## config.mk

```make
export PLATFORM = sky130hd
export DESIGN_NAME = udma_pwr_seq
export DESIGN_NICKNAME = d
export VERILOG_FILES = /design/src/rtl/udma_pwr_seq_pkg.sv /design/src/rtl/udma_pwr_rr_arb.sv /design/src/rtl/udma_pwr_seq.sv
export SDC_FILE = /design/constraint.sdc
export NUM_CORES = 1
export LEC_CHECK = 0
export ABC_AREA = 1
export ABC_CLOCK_PERIOD_IN_PS = 8900
export BUFFER_PORTS_ARGS = -buffer_cell sky130_fd_sc_hd__buf_4
export CAP_MARGIN = 30
export CORE_MARGIN = 5
export CORE_UTILIZATION = 60
export CTS_CLUSTER_DIAMETER = 60
export DETAILED_ROUTE_END_ITERATION = 7
export PLACE_DENSITY = 0.91
export SKIP_LAST_GASP = 1
export SLEW_MARGIN = 30
export SYNTH_ARGS = -nofsm -noshare
export SYNTH_HDL_FRONTEND = slang
export SYNTH_SLANG_ARGS = --single-unit
```

## constraint.sdc

```tcl
create_clock -name clk_i -period 8.9 [get_ports clk_i]
set_input_delay 0.445 -clock clk_i [delete_from_list [all_inputs] [get_ports clk_i]]
set_output_delay 0.445 -clock clk_i [all_outputs]
set_load 0.01 [all_outputs]
```

## src/rtl/udma_pwr_seq_pkg.sv

```systemverilog
// udma_pwr_seq_pkg: shared types for the uDMA peripheral power sequencer
package udma_pwr_seq_pkg;
  typedef enum logic [1:0] {ST_IDLE, ST_UP_WAIT, ST_DN_WAIT} pwr_seq_state_e;
  typedef enum logic {DIR_DOWN, DIR_UP} pwr_dir_e;
endpackage

```

## src/rtl/udma_pwr_rr_arb.sv

```systemverilog
// udma_pwr_rr_arb: round-robin pick of the first pending index at or after the pointer
module udma_pwr_rr_arb #(
  parameter int N     = 6,
  parameter int IDX_W = $clog2(N)
) (
  input  logic             clk_i,
  input  logic             rstn_i,
  input  logic [N-1:0]     i_pending,
  input  logic             i_accept,
  output logic             o_grant_valid,
  output logic [IDX_W-1:0] o_grant_idx
);
  logic [IDX_W-1:0] r_ptr;
  int w_j;
  // Scan offsets from farthest to nearest so the nearest pending index wins
  always_comb begin
    o_grant_valid = 1'b0;
    o_grant_idx = '0;
    w_j = 0;
    for (int k = N - 1; k >= 0; k--) begin
      w_j = (int'(r_ptr) + k) % N;
      if (i_pending[w_j]) begin
        o_grant_valid = 1'b1;
        o_grant_idx = IDX_W'(w_j);
      end
    end
  end
  always_ff @(posedge clk_i or negedge rstn_i)
    if (!rstn_i) r_ptr <= '0;
    else if (i_accept) r_ptr <= (o_grant_idx == IDX_W'(N - 1)) ? '0 : o_grant_idx + IDX_W'(1);
endmodule

```

## src/rtl/udma_pwr_seq.sv

```systemverilog
// udma_pwr_seq: one-at-a-time clock-gate / reset sequencing for uDMA peripherals
// Up: clock on, settle, release reset. Down: assert reset, hold, clock off.
module udma_pwr_seq
  import udma_pwr_seq_pkg::*;
#(
  parameter int N_PERIPHS = 6,
  parameter int DLY_W     = 8,
  localparam int IDX_W    = $clog2(N_PERIPHS)
) (
  input  logic                 clk_i,
  input  logic                 rstn_i,
  input  logic [N_PERIPHS-1:0] en_req_i,
  input  logic [DLY_W-1:0]     cfg_cg_settle_i,
  input  logic [DLY_W-1:0]     cfg_rst_hold_i,
  output logic [N_PERIPHS-1:0] cg_o,
  output logic [N_PERIPHS-1:0] rst_o,
  output logic                 cg_core_o,
  output logic                 busy_o,
  output logic                 done_o,
  output logic [IDX_W-1:0]     done_idx_o,
  output logic                 done_on_o
);
  pwr_seq_state_e r_state, w_state_nxt;
  pwr_dir_e r_dir;
  logic [DLY_W-1:0] r_cnt;
  logic [IDX_W-1:0] r_idx, r_done_idx;
  logic [N_PERIPHS-1:0] r_cg, r_rst;
  logic r_done, r_done_on;
  logic w_gnt_vld, w_accept, w_fin, w_up;
  logic [IDX_W-1:0] w_gnt_idx;
  // A peripheral is pending exactly when its request disagrees with its clock state
  udma_pwr_rr_arb #(.N(N_PERIPHS), .IDX_W(IDX_W)) u_arb (
    .clk_i        (clk_i),
    .rstn_i       (rstn_i),
    .i_pending    (en_req_i ^ r_cg),
    .i_accept     (w_accept),
    .o_grant_valid(w_gnt_vld),
    .o_grant_idx  (w_gnt_idx)
  );
  always_comb begin
    w_up = en_req_i[w_gnt_idx];
    w_accept = (r_state == ST_IDLE) && w_gnt_vld;
    w_fin = (r_state != ST_IDLE) && (r_cnt == '0);
    w_state_nxt = w_accept ? (w_up ? ST_UP_WAIT : ST_DN_WAIT) : w_fin ? ST_IDLE : r_state;
  end
  always_ff @(posedge clk_i or negedge rstn_i)
    if (!rstn_i) begin
      r_state <= ST_IDLE;
      r_dir <= DIR_DOWN;
      r_cnt <= '0;
      r_idx <= '0;
      r_cg <= '0;
      r_rst <= '1;
      r_done <= 1'b0;
      r_done_idx <= '0;
      r_done_on <= 1'b0;
    end else begin
      r_state <= w_state_nxt;
      r_done <= w_fin;
      if (w_accept) begin
        r_idx <= w_gnt_idx;
        r_dir <= w_up ? DIR_UP : DIR_DOWN;
        r_cnt <= w_up ? cfg_cg_settle_i : cfg_rst_hold_i;
        if (w_up) r_cg[w_gnt_idx] <= 1'b1;
        else r_rst[w_gnt_idx] <= 1'b1;
      end else if (r_cnt != '0) r_cnt <= r_cnt - DLY_W'(1);
      if (w_fin) begin
        r_done_idx <= r_idx;
        r_done_on <= (r_dir == DIR_UP);
        if (r_dir == DIR_UP) r_rst[r_idx] <= 1'b0;
        else r_cg[r_idx] <= 1'b0;
      end
    end
  assign cg_o = r_cg;
  assign rst_o = r_rst;
  assign cg_core_o = |r_cg;
  assign busy_o = (r_state != ST_IDLE);
  assign done_o = r_done;
  assign done_idx_o = r_done_idx;
  assign done_on_o = r_done_on;
endmodule

```

Word-level counts from Yosys, hierarchy flattened:

Cells that the tools add are included.

* output and inout port bits: 19
* bits in registers: 34
* input bits: 24

* divide/modulo/power cells: 6
* bitwise gates (word level): 6
* reductions and logical operators: 11
* order comparisons: 10
* mux-type cells: 52
* equal/unequal tests: 1
* add/sub/neg operators: 7

Operator list (number)
* $lt A32 B5 Y1 const B: 6
* $mod A32 B4 Y32 const B: 5
* $mux W6: 8
* $mod A4 B4 Y32 const B: 1
* $mux W8: 3
* $mux W1: 22
* $bmux W1 S3: 7
* $mux W3: 7
* $and A6 B6 Y6: 2
* $or A6 B6 Y6: 2
* $add A3 B2 Y4 const B: 2
* $add A3 B3 Y4 const B: 2
* $logic_not A8 Y1: 1
* $lt A3 B4 Y1 const B: 2
* $reduce_bool A8 Y1: 1
* $sub A8 B1 Y8 const B: 1
* $demux W1 S3: 2
* $ge A3 B1 Y1 const B: 2
* $mux W2: 3
* $not A6 Y6: 1
* $reduce_bool A2 Y1: 3
* $reduce_or A6 Y1: 1
* $xor A6 B6 Y6: 1
* $add A3 B1 Y4 const B: 1
* other kinds (4): 7

Depth between registers and ports, before layout:

* word-level depth: 21
* mapped depth: 33
* mapped depth without buffers: 31

Modules after synthesis:

A second synthesis with hierarchy kept.

* cell total of the unflattened synthesis: 467
* area total of the unflattened synthesis: 3180.6 um^2

By module, submodules not included
* udma_pwr_seq: instances 1, cells each 251, area each 1981.9 um^2
* udma_pwr_rr_arb: instances 1, cells each 216, area each 1198.6 um^2

Worst setup path after synthesis:

OpenSTA, ideal clock, no wires.

* kind: flip-flop to flip-flop
* from: register u_arb.r_ptr[1]
* to: register r_cnt[5]
* cell stages (with the launch flop): 29
* setup slack: 5.498 ns
* arrival time: 3.288 ns
* period minus slack after synthesis: 3.402 ns
* path through: dfrtp_1 -> inv_1 -> ha_1 -> a21oi_2 -> inv_2 -> ha_1 -> nor2_1 -> nand3_1 -> nand2_1 -> nand3_1 -> nand2_2 -> nand2_1 -> nand3_2 -> nand2_2 -> nor2_8 -> nand2_2 -> nand2_2 -> nand2_4 -> nand2_8 -> nand2_1 -> nand2_1 -> nand2_1 -> nand2_1 -> nand2_4 -> buf_8 -> nand3_2 -> nand3_1 -> nand2_1 -> inv_1

* word-level cells in the longest chain between the ends: 15
* elaborated cells between the ends (all ways): 47
* classes of those cells: 5 x add/sub; 6 x div; 34 x mux; 2 x reduce/logical

RTL lines
* start: declaration: RTL line udma_pwr_rr_arb.sv:13 `logic [IDX_W-1:0] r_ptr;`
* start signal: assignment: RTL line udma_pwr_rr_arb.sv:30 `else if (i_accept) r_ptr <= (o_grant_idx == IDX_W'(N - 1)) ? '0 : o_grant_idx + IDX_W'(1);`
* $add A3 B3 Y4: RTL line udma_pwr_rr_arb.sv:21 `w_j = (int'(r_ptr) + k) % N;`
* $mod A32 B4 Y32: RTL line udma_pwr_rr_arb.sv:21
* $bmux W1 S3: RTL line udma_pwr_rr_arb.sv:22 `if (i_pending[w_j]) begin`
* $mux W1 (not written as such) (2 in a row): RTL line udma_pwr_rr_arb.sv:22
* $mux W3 (6 in a row): RTL line udma_pwr_rr_arb.sv:22
* $bmux W1 S3: RTL line udma_pwr_seq.sv:41 `w_up = en_req_i[w_gnt_idx];`
* $mux W1 (not written as such): RTL line udma_pwr_seq.sv:41
* $mux W8: RTL line udma_pwr_seq.sv:63 `r_cnt <= w_up ? cfg_cg_settle_i : cfg_rst_hold_i;`
* $mux W8: RTL line udma_pwr_seq.sv:60 `if (w_accept) begin`
* end signal: assignment: RTL line udma_pwr_seq.sv:63
* end signal: assignment: RTL line udma_pwr_seq.sv:66 `end else if (r_cnt != '0) r_cnt <= r_cnt - DLY_W'(1);`
* end: declaration: RTL line udma_pwr_seq.sv:25 `logic [DLY_W-1:0] r_cnt;`

Several ways; a longest one is shown, not always the timed one. The select of a mux whose other input is x is not followed.
A chain may end at the register's enable or synchronous reset.

Final worst setup path:

* from: register u_arb.r_ptr[1]
* to: register r_cnt[1]

The elaborated chain is that of the path after synthesis.

==> impl_metrics.tcl <==
set metrics [dict create \
    post_drt_wl_per_cell_um 13.7 \
    die_x_um 82.7 \
    ctsLongestPathBuffers 2 \
    async_flop_share_pct 100 \
    path_clk_slew_ns 0.07 \
    final_nets 557 \
    cp_max_fo 22 \
    setup_tns_ns 0 \
    dp_hpwl_um 6270 \
    area_delta_synth_final_pct 13.7 \
    wirelength_um 8060 \
    cts_tree "yes" \
    synthCells 478 \
    antenna_cells 0 \
    grt_setup_unrepaired "no" \
    ys_ff_latch 34 \
    relSlewSlack_pct 61.5 \
    synth_flop_cell "dfrtp_1" \
    drt-initial-drc-count 257 \
    worst_skew_pair.late_latency_ns 0.28 \
    synth_edf_count 0 \
    yosysWarningCount 0 \
    core_area_um2 5110 \
    end_kind "flop" \
    num_vias 3207 \
    status "completed" \
    final-hold-violation-count 0 \
    startpoint "u_arb.r_ptr[1]" \
    fmax_mhz 235 \
    post-route-period-util_pct 47.9 \
    ant_nets 0 \
    grt_pass1_vias 3029 \
    postCtsSetupRepairBufs 0 \
    synthTopCellsByArea "dfrtp_1 (22%), nand2_1 (16%), inv_1 (8.2%), nand3_1 (7.6%), ha_1 (5.9%)" \
    die-area_um2 6830 \
    numPortBuffers 42 \
    syn_area_um2 3170 \
    rows 26 \
    synth.net_count 517 \
    cts_made_buffers 5 \
    path_class "reg2reg" \
    globalRouteOverflowTotal 0 \
    synth_cell_types 43 \
    firstDrtPassIters 5 \
    yosysMostFrequentCell "nand2_1" \
    hold_class "in2async" \
    cts_resized 0 \
    grt_pass1_wl_um 13500 \
    cts_hold_buf 0 \
    start_kind "flop" \
    ioPinCount 43 \
    finClkSkew_ns 0.00334 \
    via_per_inst 5.44 \
    antenna_found_initial 0 \
    layout-drive-gt1-share_pct 20.4 \
    ys_top_cells_by_count "nand2_1 (137), inv_1 (69), nand3_1 (48), nor2_1 (37), dfrtp_1 (28)" \
    initial_utilization_pct 62.0 \
    grt_max_degree 37 \
    cap_violations 0 \
    grt_use_total_pct 25.4 \
    worstPathRequired_ns 9.09 \
    syn_area_per_cell_um2 6.63 \
    setup_viol 0 \
    clock_sinks 34 \
    place_congestion 0.912 \
    drc 0 \
    slew_violations 0 \
    synth_area_leader_cell "dfrtp_1" \
    arrival_ns 4.45 \
    yosys.area.top_type_share_pct 22.1 \
    worst_slew_pin_slew_ns 0.578 \
    r2r-start "u_arb.r_ptr[1]" \
    h-tree-depth 2 \
    min_period_ns 4.26 \
    root_buffer "clkbuf_8" \
    die_h_um 82.7 \
    seq_area_frac_synth_pct 27.1 \
]
## worst paths after layout
path                             to  slack, ns  cells after the start
max in group asynchronous  rst_o[4]       8.46                      1
min in group clk_i         rst_o[1]       0.47                      2
hold reg to reg            rst_o[1]       0.47                      2
setup / recovery           r_cnt[1]       4.64                     22
setup reg to reg           r_cnt[1]       4.64                     22
hold / removal             r_cnt[1]       0.09                      1
## critical path, stage by stage (launching register included)
cell and delay [ns]:
dfrtp_1 0.59, inv_1 0.25, ha_1 0.30, a21oi_2 0.23, inv_2 0.06, ha_1 0.30, nor2_1 0.10, nand3_1 0.07
nand2_1 0.12, nand3_1 0.12, nand2_2 0.11, nand4_1 0.12, nand2_2 0.18, nor2_8 0.07, a31oi_4 0.40, buf_8 0.24
inv_1 0.23, nand2_1 0.27, inv_1 0.10, nor2_1 0.10, nand3_1 0.09, nand2_1 0.06, inv_1 0.03
## cell type report
class | count | area [µm²]
clock buffers | 7 | 86.3
clock inverters | 1 | 5.00
repair buffers | 43 | 330
fillers | 452 | 1510
well taps | 70 | 87.6
inverters | 79 | 297
multi-input cells | 355 | 1940
flip-flops and latches | 34 | 858
## per-layer routing
| metal | routed length (µm) | global-route usage (%) |
|---|---|---|
| met4 | 241 | 9.97 |
| met1 | 3370 | 32.2 |
| met5 | 0 | 0 |
| met2 | 4030 | 43.7 |
| met3 | 415 | 3.47 |
## through the flow
stage                     cell area, µm²  worst slack [ns]  instances  utilization, %  hold WS [ns]
after global placement              3490              4.52        580            68.4         0.410
after global routing                3600              4.18        589            70.5         0.126
after detailed placement            3490              4.30        580            68.4         0.413
after floorplan                     3170              5.50        478               -         0.149
final                               3600              4.64        589            70.5        0.0856
after CTS                           3580              4.27        588            70.2         0.104
## cells by family after synthesis
logic type	count (synthesis)	share of synthesized area (%)
XOR/XNOR	7	2.17
flip-flops	34	27.1
adder cells (fa/ha/maj)	15	5.93
AND/OR/NAND/NOR	282	43.3
AO/OA/AOI/OAI	51	9.68
buffers and inverters	89	11.8
## state kept, by name, indices dropped and copies added (netlist names), 2 cells and up
signal,flops
cg_o,6
done_idx_o,3
r_cnt,8
r_idx,3
r_state,2
rst_o,6
u_arb.r_ptr,3
## placed cells by master, fill, tap and decap left out, types with 2 or more instances in the layout
| master | n |
|---|---|
| inv_1 | 69 |
| o21bai_1 | 3 |
| dfrtp_1 | 28 |
| nor3_1 | 8 |
| nand2_1 | 137 |
| inv_2 | 9 |
| or2_2 | 2 |
| nand2_2 | 14 |
| buf_4 | 42 |
| nor2_1 | 37 |
| nand3_1 | 48 |
| xor2_1 | 3 |
| o21ai_1 | 6 |
| nand3b_1 | 2 |
| dfstp_2 | 6 |
| o31ai_1 | 2 |
| xnor2_1 | 3 |
| clkbuf_8 | 6 |
| nand2_4 | 5 |
| nand4_1 | 11 |
| a21oi_1 | 14 |
| ha_1 | 15 |
| nand3_2 | 11 |
| o21ai_0 | 19 |
Power is not shown: default switching activity piles up to over one toggle a cycle in this logic, so the estimate is an artifact.
